File: src/rtl/regfile_pkg.sv
// Shared constants for the register file: default entry width and address width.
package regfile_pkg;
  localparam int unsigned RF_BW_DATA = 16;
  localparam int unsigned RF_BW_ADDR = 4;
endpackage

File: src/rtl/regfile.sv
// Register file: one synchronous write port, two combinational read ports.
// The whole array clears asynchronously on reset.
module regfile
  import regfile_pkg::*;
#(
  parameter int unsigned BW_DATA = RF_BW_DATA,
  parameter int unsigned BW_ADDR = RF_BW_ADDR
) (
  input  logic               i_clk,
  input  logic               i_rstn,
  input  logic               i_rf_wr_en,
  input  logic [BW_ADDR-1:0] i_rf_wr_addr,
  input  logic [BW_DATA-1:0] i_rf_wr_data,
  input  logic [BW_ADDR-1:0] i_rf_rd_addr0,
  input  logic [BW_ADDR-1:0] i_rf_rd_addr1,
  output logic [BW_DATA-1:0] o_rf_rd_data0,
  output logic [BW_DATA-1:0] o_rf_rd_data1
);

  localparam int unsigned DEPTH = 2 ** BW_ADDR;

  logic [BW_DATA-1:0] rf_arr [DEPTH];

  always_ff @(posedge i_clk or negedge i_rstn) begin
    if (!i_rstn) begin
      for (int unsigned i = 0; i < DEPTH; i++) begin
        rf_arr[i] <= '0;
      end
    end else if (i_rf_wr_en) begin
      rf_arr[i_rf_wr_addr] <= i_rf_wr_data;
    end
  end

  // No bypass: reads see the stored value, so a same-cycle write shows after the edge.
  assign o_rf_rd_data0 = rf_arr[i_rf_rd_addr0];
  assign o_rf_rd_data1 = rf_arr[i_rf_rd_addr1];

endmodule

File: config.mk
export PLATFORM = sky130hd
export DESIGN_NAME = regfile
export DESIGN_NICKNAME = d
export VERILOG_FILES = /design/src/rtl/regfile_pkg.sv /design/src/rtl/regfile.sv
export SDC_FILE = /design/constraint.sdc
export NUM_CORES = 1
export LEC_CHECK = 0
export CORE_MARGIN = 5
export CORE_UTILIZATION = 55
export CTS_BUF_LIST = sky130_fd_sc_hd__clkbuf_8
export CTS_CLUSTER_SIZE = 20
export DETAILED_ROUTE_END_ITERATION = 10
export PLACE_DENSITY = 0.82
export SETUP_SLACK_MARGIN = 0.1
export SLEW_MARGIN = 20
export SYNTH_ARGS = -nofsm -noshare
export SYNTH_HDL_FRONTEND = slang
export SYNTH_SLANG_ARGS = --single-unit
File: constraint.sdc
create_clock -name i_clk -period 2.8 [get_ports i_clk]
set_input_delay 0.56 -clock i_clk [delete_from_list [all_inputs] [get_ports i_clk]]
set_output_delay 0.56 -clock i_clk [all_outputs]
set_load 0.01 [all_outputs]
==> results of run 1 <==
## metal layers
layer | wire (um) | up-vias | share of wire [%]
li1 | - | 3591 | -
met1 | 14500 | 4774 | 39
met2 | 18400 | 418 | 49
met3 | 2570 | 122 | 6.9
met4 | 1820 | 2 | 4.9
met5 | 13 | - | 0.035
## final cells by class
type                    count  share of cell area, %
multi-input cells         513                   41.7
flip-flops and latches    256                   39.0
repair buffers            157                   11.4
clock buffers              58                   4.86
well taps                 324                   2.47
clock inverters            23                  0.594
## critical path, stage by stage
cell and delay [ns]:
sky130_fd_sc_hd__buf_12 0.13, sky130_fd_sc_hd__buf_12 0.14, sky130_fd_sc_hd__buf_4 0.14, sky130_fd_sc_hd__buf_4 0.11, sky130_fd_sc_hd__mux4_2 0.49, sky130_fd_sc_hd__a22oi_2 0.15, sky130_fd_sc_hd__nand2_1 0.11, sky130_fd_sc_hd__clkdlybuf4s15_1 0.25
## final timing paths
check                                     endpoint  slack [ns]  cells after the start
setup / recovery                 o_rf_rd_data1[15]        0.14                      8
hold / removal             rf_arr[219]$_DFFE_PN0P_        0.52                      1
setup reg to reg            rf_arr[76]$_DFFE_PN0P_        1.91                      2
hold reg to reg            rf_arr[219]$_DFFE_PN0P_        0.52                      1
max in group asynchronous  rf_arr[226]$_DFFE_PN0P_        1.47                      3
min in group asynchronous  rf_arr[248]$_DFFE_PN0P_        0.54                      2
## power groups by stage
stage	Clock, mW	Sequential (mW)	Combinational, mW
global placement	0	5.16	2.74
floorplan	0	5.01	2.02
detailed placement	0	5.25	2.82
CTS	3.45	5.20	2.86
global route	3.62	5.33	3.09
finish	3.40	5.24	2.89
## kinds of logic after synthesis
kind of cell / after synthesis / synth area share [%]
AOI/OAI and AO/OA: 64 / 3.57
buffers and inverters: 80 / 3.03
DFF: 256 / 47.6
muxes: 384 / 43.1
and+or+nand+nor: 65 / 2.74
## placed cells by master (no fill, tap or decap), drive strengths merged, types with 3 or more instances in the layout
cell type	n
dfrtp	256
mux2	256
mux4	128
buf	102
a22oi	64
clkbuf	63
nand2	34
dlygate4sd2	25
clkdlybuf4s50	21
inv	18
nor2	8
nor3	6
clkinv	5
nor2b	4
nand2b	3
## repair_timing
action                     in CTS  in global routing
setup endpoints to repair      32                 13
hold endpoints to repair       57                  0
buffers inserted               15                  9
hold buffers                    1                  0
resized for setup              88                 14
cloned                          5                  0
pin swaps                       7                  2
## per-stage QoR
stage	total power, mW	setup slack (ns)
finish	11.5	0.139
floorplan	7.04	0.358
global placement	7.90	-0.110
global route	12.0	0.0577
CTS	11.5	0.108
detailed placement	8.08	-0.137
==> implementation parameters, run 1 <==
Parameter                              Value

Setup path
  Type of the worst setup path    in2out
  Sort of element at the start of the critical path    input port
  Required time worst endpoint    2.24 ns
  First element of the critical path    i_rf_rd_addr1[0]
  Reg2reg start    rf_arr[76]$_DFFE_PN0P_
  Sort of element at the end of the critical path    output pin
  Data arrival, critical path    2.10 ns
  Critical Path Fanout Max    7

Logic synthesis
  Netlist area before placement    13500 um2
  Cell taking the most area after synthesis    sky130_fd_sc_hd__dfrtp_1
  Number of nets in the synthesized netlist    880
  Number of synthesis warnings    0
  Average instance area after synthesis    15.9 um2
  Flip-flop and latch count after synthesis    256
  Top post-synthesis cells by count    256 x sky130_fd_sc_hd__dfrtp_1, 245 x sky130_fd_sc_hd__mux2_2, 128 x sky130_fd_sc_hd__mux4_2
  Share of Yosys cell area claimed by the top area cell type    47.6%
  FFs w/ async S/R, synth    100%
  Number of unique standard cell types used by synthesis    24
  Leading post-synthesis cells by cell area    sky130_fd_sc_hd__dfrtp_1 48%, sky130_fd_sc_hd__mux4_2 21%, sky130_fd_sc_hd__mux2_2 20%, sky130_fd_sc_hd__a22oi_1 3.6%, sky130_fd_sc_hd__mux2_4 1.2%
  Sequential area share after synthesis    47.6%
  Most used DFF post-synth    sky130_fd_sc_hd__dfrtp_1
  Number of synthesized flops with an enable pin    0
  Gate count of the mapped netlist    849
  Leading cell type by number of instances after synthesis    sky130_fd_sc_hd__dfrtp_1

Global route
  Global-route track usage on met2    43.6%
  Via count of the first global-routing pass    9591
  Initial antenna violation count    1
  Fraction of met1 tracks used by global routing    35.3%
  Congestion Overflow GR    0
  Wire length of the first global-routing pass    57.9 mm
  Fraction of met3 tracks used by global routing    5.40%
  Largest net degree at the start of global routing    73
  Combined global-route utilization of all metal layers    27.0%
  Layer carrying the most global-route usage    met2

Detailed routing
  Remaining antenna violation count after routing    0
  Vias per inst    6.69
  Vias    8907
  Number of detailed-routing iterations run before antenna repair    5
  Final routed DRC violation total    0
  Starting DRT DRC Count    720
  Routed length per instance    28.0 um
  Final Routed Wirelength    37.3 mm

STA
  Fmax    0.376 GHz
  Final setup violation count    0
  Pin slew with the least headroom to its limit    0.614 ns
  Minimum clock period after layout    2.66 ns
  Unrepaired setup endpoints after global routing    yes
  Final total negative setup slack    0 ns
  Final count of pins violating max slew    0
  Max_slew headroom    58.9%
  Portion of the clock cycle consumed by the worst path in the final layout    95.0%
  Final-layout worst hold slack    0.520 ns
  Max Clock Skew    0 ns
  Final-report hold violation count    0

Power
  Net Sw Power    3.28 mW
  Internal power summed over all cells    8.25 mW
  Clock share of power    29.5%
  Areal power density over the cells    702 nW/um2
  IR drop worst, VDD    0.401 mV
  Sequential share of power    45.5%
  Leakage Power    7.01 nW
  Switching share of total power    28.5%
  Gate power share    25.0%

Placement
  Estimated wirelength of the detail-placed design    22.2 mm
  Port-buffer cells    62
  Total placed instance area    15000 um2
  Dpl cells    1220
  Final weighted congestion in routability-driven placement    0.797

Finish
  Flip-flop count of the largest register, all copies and words added    256
  Fraction of layout instances using a drive strength above 1    59.9%
  Final-stage net count    1003
  Combined flip-flop and latch cell area    6410 um2
  Largest registers    rf_arr: 256 flops
  Count of non-filler cells in the finished layout    1331
  Diodes inserted    0
  Most flop-heavy register    rf_arr
  Area of the multi-input gates    6850 um2
  Core Util, Final    67.8%
  Area added between synthesis and finish    22.0%
  Final standard cell area without fillers    16400 um2
  Number of inserted filler cells in the final layout    1608

Floorplan
  Die Footprint    27700 um2
  Floorplan row count    57
  Top-level I/O count    63
  CORE AREA    24200 um2
  Die outline width    167 um
  Die height    167 um
  Starting Density    55.6%

Clock network
  CTS Root Cell    sky130_fd_sc_hd__clkbuf_8
  TritonCTS clock tree    yes
  Clock-pin slew reported for the worst setup and hold paths after clock tree synthesis    0.05 ns
  Clock latency on the worst-skew pair    0.56 ns
  Num Clock Sinks    256
  H-tree levels    2
  Largest buffer count on any clock path    3
  CTS Buf Count    44

Job
  Max capacitance violation total    0

Outcome
  Outcome    completed

Hold path
  Worst min-delay path class    reg2reg
  Min-Delay Startpoint    rf_arr[219]$_DFFE_PN0P_
Note: power is estimated with default switching activity, not from simulation.
==> inputs of run 2 (changes only) <==
--- a/config.mk
+++ b/config.mk
@@ -5,9 +5,10 @@
 export SDC_FILE = /design/constraint.sdc
 export NUM_CORES = 1
 export LEC_CHECK = 0
+export CAP_MARGIN = 20
 export CORE_MARGIN = 5
 export CORE_UTILIZATION = 55
-export CTS_BUF_LIST = sky130_fd_sc_hd__clkbuf_8
+export CTS_BUF_LIST = sky130_fd_sc_hd__clkbuf_2 sky130_fd_sc_hd__clkbuf_4 sky130_fd_sc_hd__clkbuf_8
 export CTS_CLUSTER_SIZE = 20
 export DETAILED_ROUTE_END_ITERATION = 10
 export PLACE_DENSITY = 0.82
==> constraint.sdc (replaced) <==
create_clock -name i_clk -period 2.45 [get_ports i_clk]
set_input_delay 0.49 -clock i_clk [delete_from_list [all_inputs] [get_ports i_clk]]
set_output_delay 0.49 -clock i_clk [all_outputs]
set_load 0.01 [all_outputs]
==> implementation parameters, run 2 (synthesis gave the netlist of run 1 again) <==
Parameter                              Value

STA
  Fmax    0.408 GHz
  Unrepaired setup endpoints after global routing    yes (unchanged)
  Minimum clock period after layout    2.45 ns
  Final total negative setup slack    0 ns (unchanged)
  Portion of the clock cycle consumed by the worst path in the final layout    99.9%
  Pin slew with the least headroom to its limit    0.624 ns (was 0.614 ns)
  Least setup slack across all paths after layout    0.00153 ns (was 0.139 ns)
  Max Clock Skew    0 ns (unchanged)
  Final setup violation count    0 (unchanged)
  Max_slew headroom    58.3% (was 58.9%)
  Final-report hold violation count    0 (unchanged)
  Final count of pins violating max slew    0 (unchanged)

Floorplan
  Die Footprint    27700 um2 (unchanged)
  Top-level I/O count    63 (unchanged)
  Die outline width    167 um (unchanged)
  Die height    167 um (unchanged)
  Floorplan row count    57 (unchanged)
  CORE AREA    24200 um2 (unchanged)
  Starting Density    55.6% (unchanged)

Detailed routing
  Number of detailed-routing iterations run before antenna repair    6 (was 5)
  Final Routed Wirelength    40.0 mm (was 37.3 mm)
  Starting DRT DRC Count    905 (was 720)
  Remaining antenna violation count after routing    0 (unchanged)
  Final routed DRC violation total    0 (unchanged)
  Vias    9265 (was 8907)
  Routed length per instance    29.2 um (was 28.0 um)
  Vias per inst    6.77 (was 6.69)

Placement
  Estimated wirelength of the detail-placed design    23.2 mm (was 22.2 mm)
  Port-buffer cells    62 (unchanged)
  Setup slack after placement    -0.389 ns (was -0.137 ns)
  Final weighted congestion in routability-driven placement    0.782 (was 0.797)

Clock network
  Largest buffer count on any clock path    3 (unchanged)
  CTS Buf Count    43 (was 44)
  H-tree levels    2 (unchanged)
  TritonCTS clock tree    yes (unchanged)
  Clock-pin slew reported for the worst setup and hold paths after clock tree synthesis    0.06 ns (was 0.05 ns)
  Num Clock Sinks    256 (unchanged)
  CTS Root Cell    sky130_fd_sc_hd__clkbuf_8 (unchanged)
  Clock latency on the worst-skew pair    0.54 ns (was 0.56 ns)

Power
  Switching share of total power    28.5% (about the same)
  Clock share of power    28.3% (was 29.5%)
  Final total power    13.6 mW (was 11.5 mW)
  Net Sw Power    3.88 mW (was 3.28 mW)
  Gate power share    27.2% (was 25.0%)
  Sequential share of power    44.5% (was 45.5%)
  Leakage Power    7.21 nW (was 7.01 nW)
  Areal power density over the cells    794 nW/um2 (was 702 nW/um2)
  IR drop worst, VDD    0.426 mV (was 0.401 mV)
  Internal power summed over all cells    9.72 mW (was 8.25 mW)

Global route
  Fraction of met3 tracks used by global routing    7.02% (was 5.40%)
  Initial antenna violation count    3 (was 1)
  Wire length of the first global-routing pass    61.5 mm (was 57.9 mm)
  Largest net degree at the start of global routing    66 (was 73)
  Fraction of met1 tracks used by global routing    36.3% (was 35.3%)
  Layer carrying the most global-route usage    met2 (unchanged)
  Global-route track usage on met2    46.3% (was 43.6%)
  Via count of the first global-routing pass    10200 (was 9591)
  Combined global-route utilization of all metal layers    28.8% (was 27.0%)
  Congestion Overflow GR    0 (unchanged)

Setup path
  Type of the worst setup path    reg2out (was in2out)
  Required time worst endpoint    1.96 ns (was 2.24 ns)
  Max stage delay on crit path    0.50 ns (was 0.49 ns)
  Buffer and inverter count on the worst path    2 (was 5)
  Cell with the biggest individual delay on the critical path    sky130_fd_sc_hd__mux4_2 (unchanged)
  Cell Chain, Critical Path    mux4_2, a22oi_2, buf_4, nand2_2, buf_6 (was buf_12, buf_12, buf_4, buf_4, mux4_2, a22oi_2, nand2_1, clkdlybuf4s15_1)
  Worst reg-to-reg setup slack    1.39 ns (was 1.91 ns)
  Sort of element at the start of the critical path    flip-flop (was input port)
  Critical Path Fanout Max    3 (was 7)
  Data arrival, critical path    1.96 ns (was 2.10 ns)
  Delay-heaviest family, CP    multiplexers (was buffers and inverters)
  Sort of element at the end of the critical path    output pin (unchanged)

Finish
  Leading cell type in the layout, fill and taps excluded    sky130_fd_sc_hd__dfrtp_1 (unchanged)
  Diodes inserted    0 (unchanged)
  Leading cell types in the layout, fill and taps excluded    256 x sky130_fd_sc_hd__dfrtp_1, 245 x sky130_fd_sc_hd__mux2_2, 128 x sky130_fd_sc_hd__mux4_2 (unchanged)
  Flip-flop count of the largest register, all copies and words added    256 (unchanged)
  Final-stage net count    1051 (was 1003)
  Fraction of layout instances using a drive strength above 1    68.8% (was 59.9%)
  Most flop-heavy register    rf_arr (unchanged)
  Area added between synthesis and finish    27.3% (was 22.0%)
  Largest registers    rf_arr: 256 flops (unchanged)

Job
  Max capacitance violation total    0 (unchanged)

Outcome
  Outcome    completed (unchanged)

Hold path
  Worst min-delay path class    in2async (was reg2reg)
## run 2: worst register-to-register path: stages (launching register included)
cell and delay (ns):
sky130_fd_sc_hd__dfrtp_1 0.42, sky130_fd_sc_hd__buf_4 0.15, sky130_fd_sc_hd__buf_4 0.12, sky130_fd_sc_hd__mux2_2 0.25
## run 2: power groups by stage
| stage | logic, mW | clock network, mW | registers, mW |
|---|---|---|---|
| 4_1_cts | 3.54 | 3.89 | 5.96 |
| 3_5_place_dp | 3.31 | 0 | 6.02 |
| 2_1_floorplan | 2.31 | 0 | 5.73 |
| 3_3_place_gp | 3.19 | 0 | 5.90 |
| 5_1_grt | 3.92 | 4.10 | 6.14 |
| 6_report | 3.70 | 3.85 | 6.06 |
## run 2: repair_timing
item / in CTS / in global routing
endpoints found under the setup margin: 32 / 32
buffers inserted: 35 / 6
gates resized for setup: 206 / 28
hold buffers: 1 / 0
endpoints found under the hold margin: 59 / 0
pin swaps: 48 / 18
cloned: 5 / 0
## run 2: worst paths after layout
| kind | end | start | cells after the start |
|---|---|---|---|
| max reg2reg | rf_arr[77]$_DFFE_PN0P_ | rf_arr[77]$_DFFE_PN0P_ | 3 |
| max in group asynchronous | rf_arr[97]$_DFFE_PN0P_ | i_rstn | 3 |
| min | rf_arr[232]$_DFFE_PN0P_ | i_rstn | 2 |
| max | o_rf_rd_data1[12] | rf_arr[76]$_DFFE_PN0P_ | 5 |
| min reg2reg | rf_arr[128]$_DFFE_PN0P_ | rf_arr[128]$_DFFE_PN0P_ | 1 |
| min in group i_clk | rf_arr[128]$_DFFE_PN0P_ | rf_arr[128]$_DFFE_PN0P_ | 1 |
## run 2: layout make-up
type	instances	area [um2]
clock buffers	62	797
multi-input cells	513	7020
clock inverters	7	62.6
repair buffers	206	2460
well taps	324	405
flip-flops and latches	256	6410
fillers	1457	7100
## run 2: metrics by stage
step	hold WS, ns	std cells	instance area (um2)	utilization (%)
2_1_floorplan	0.194	849	13500	-
3_3_place_gp	0.474	1252	15500	63.8
3_5_place_dp	0.481	1252	15500	63.8
4_1_cts	0.500	1362	17000	70.0
5_1_grt	0.527	1368	17100	70.7
6_report	0.485	1368	17100	70.7
## run 2: per-layer routing
metal	routed length [um]	vias up
met4	2130	6
met5	45	-
met1	14700	4880
met2	19900	539
met3	3250	170
li1	-	3670
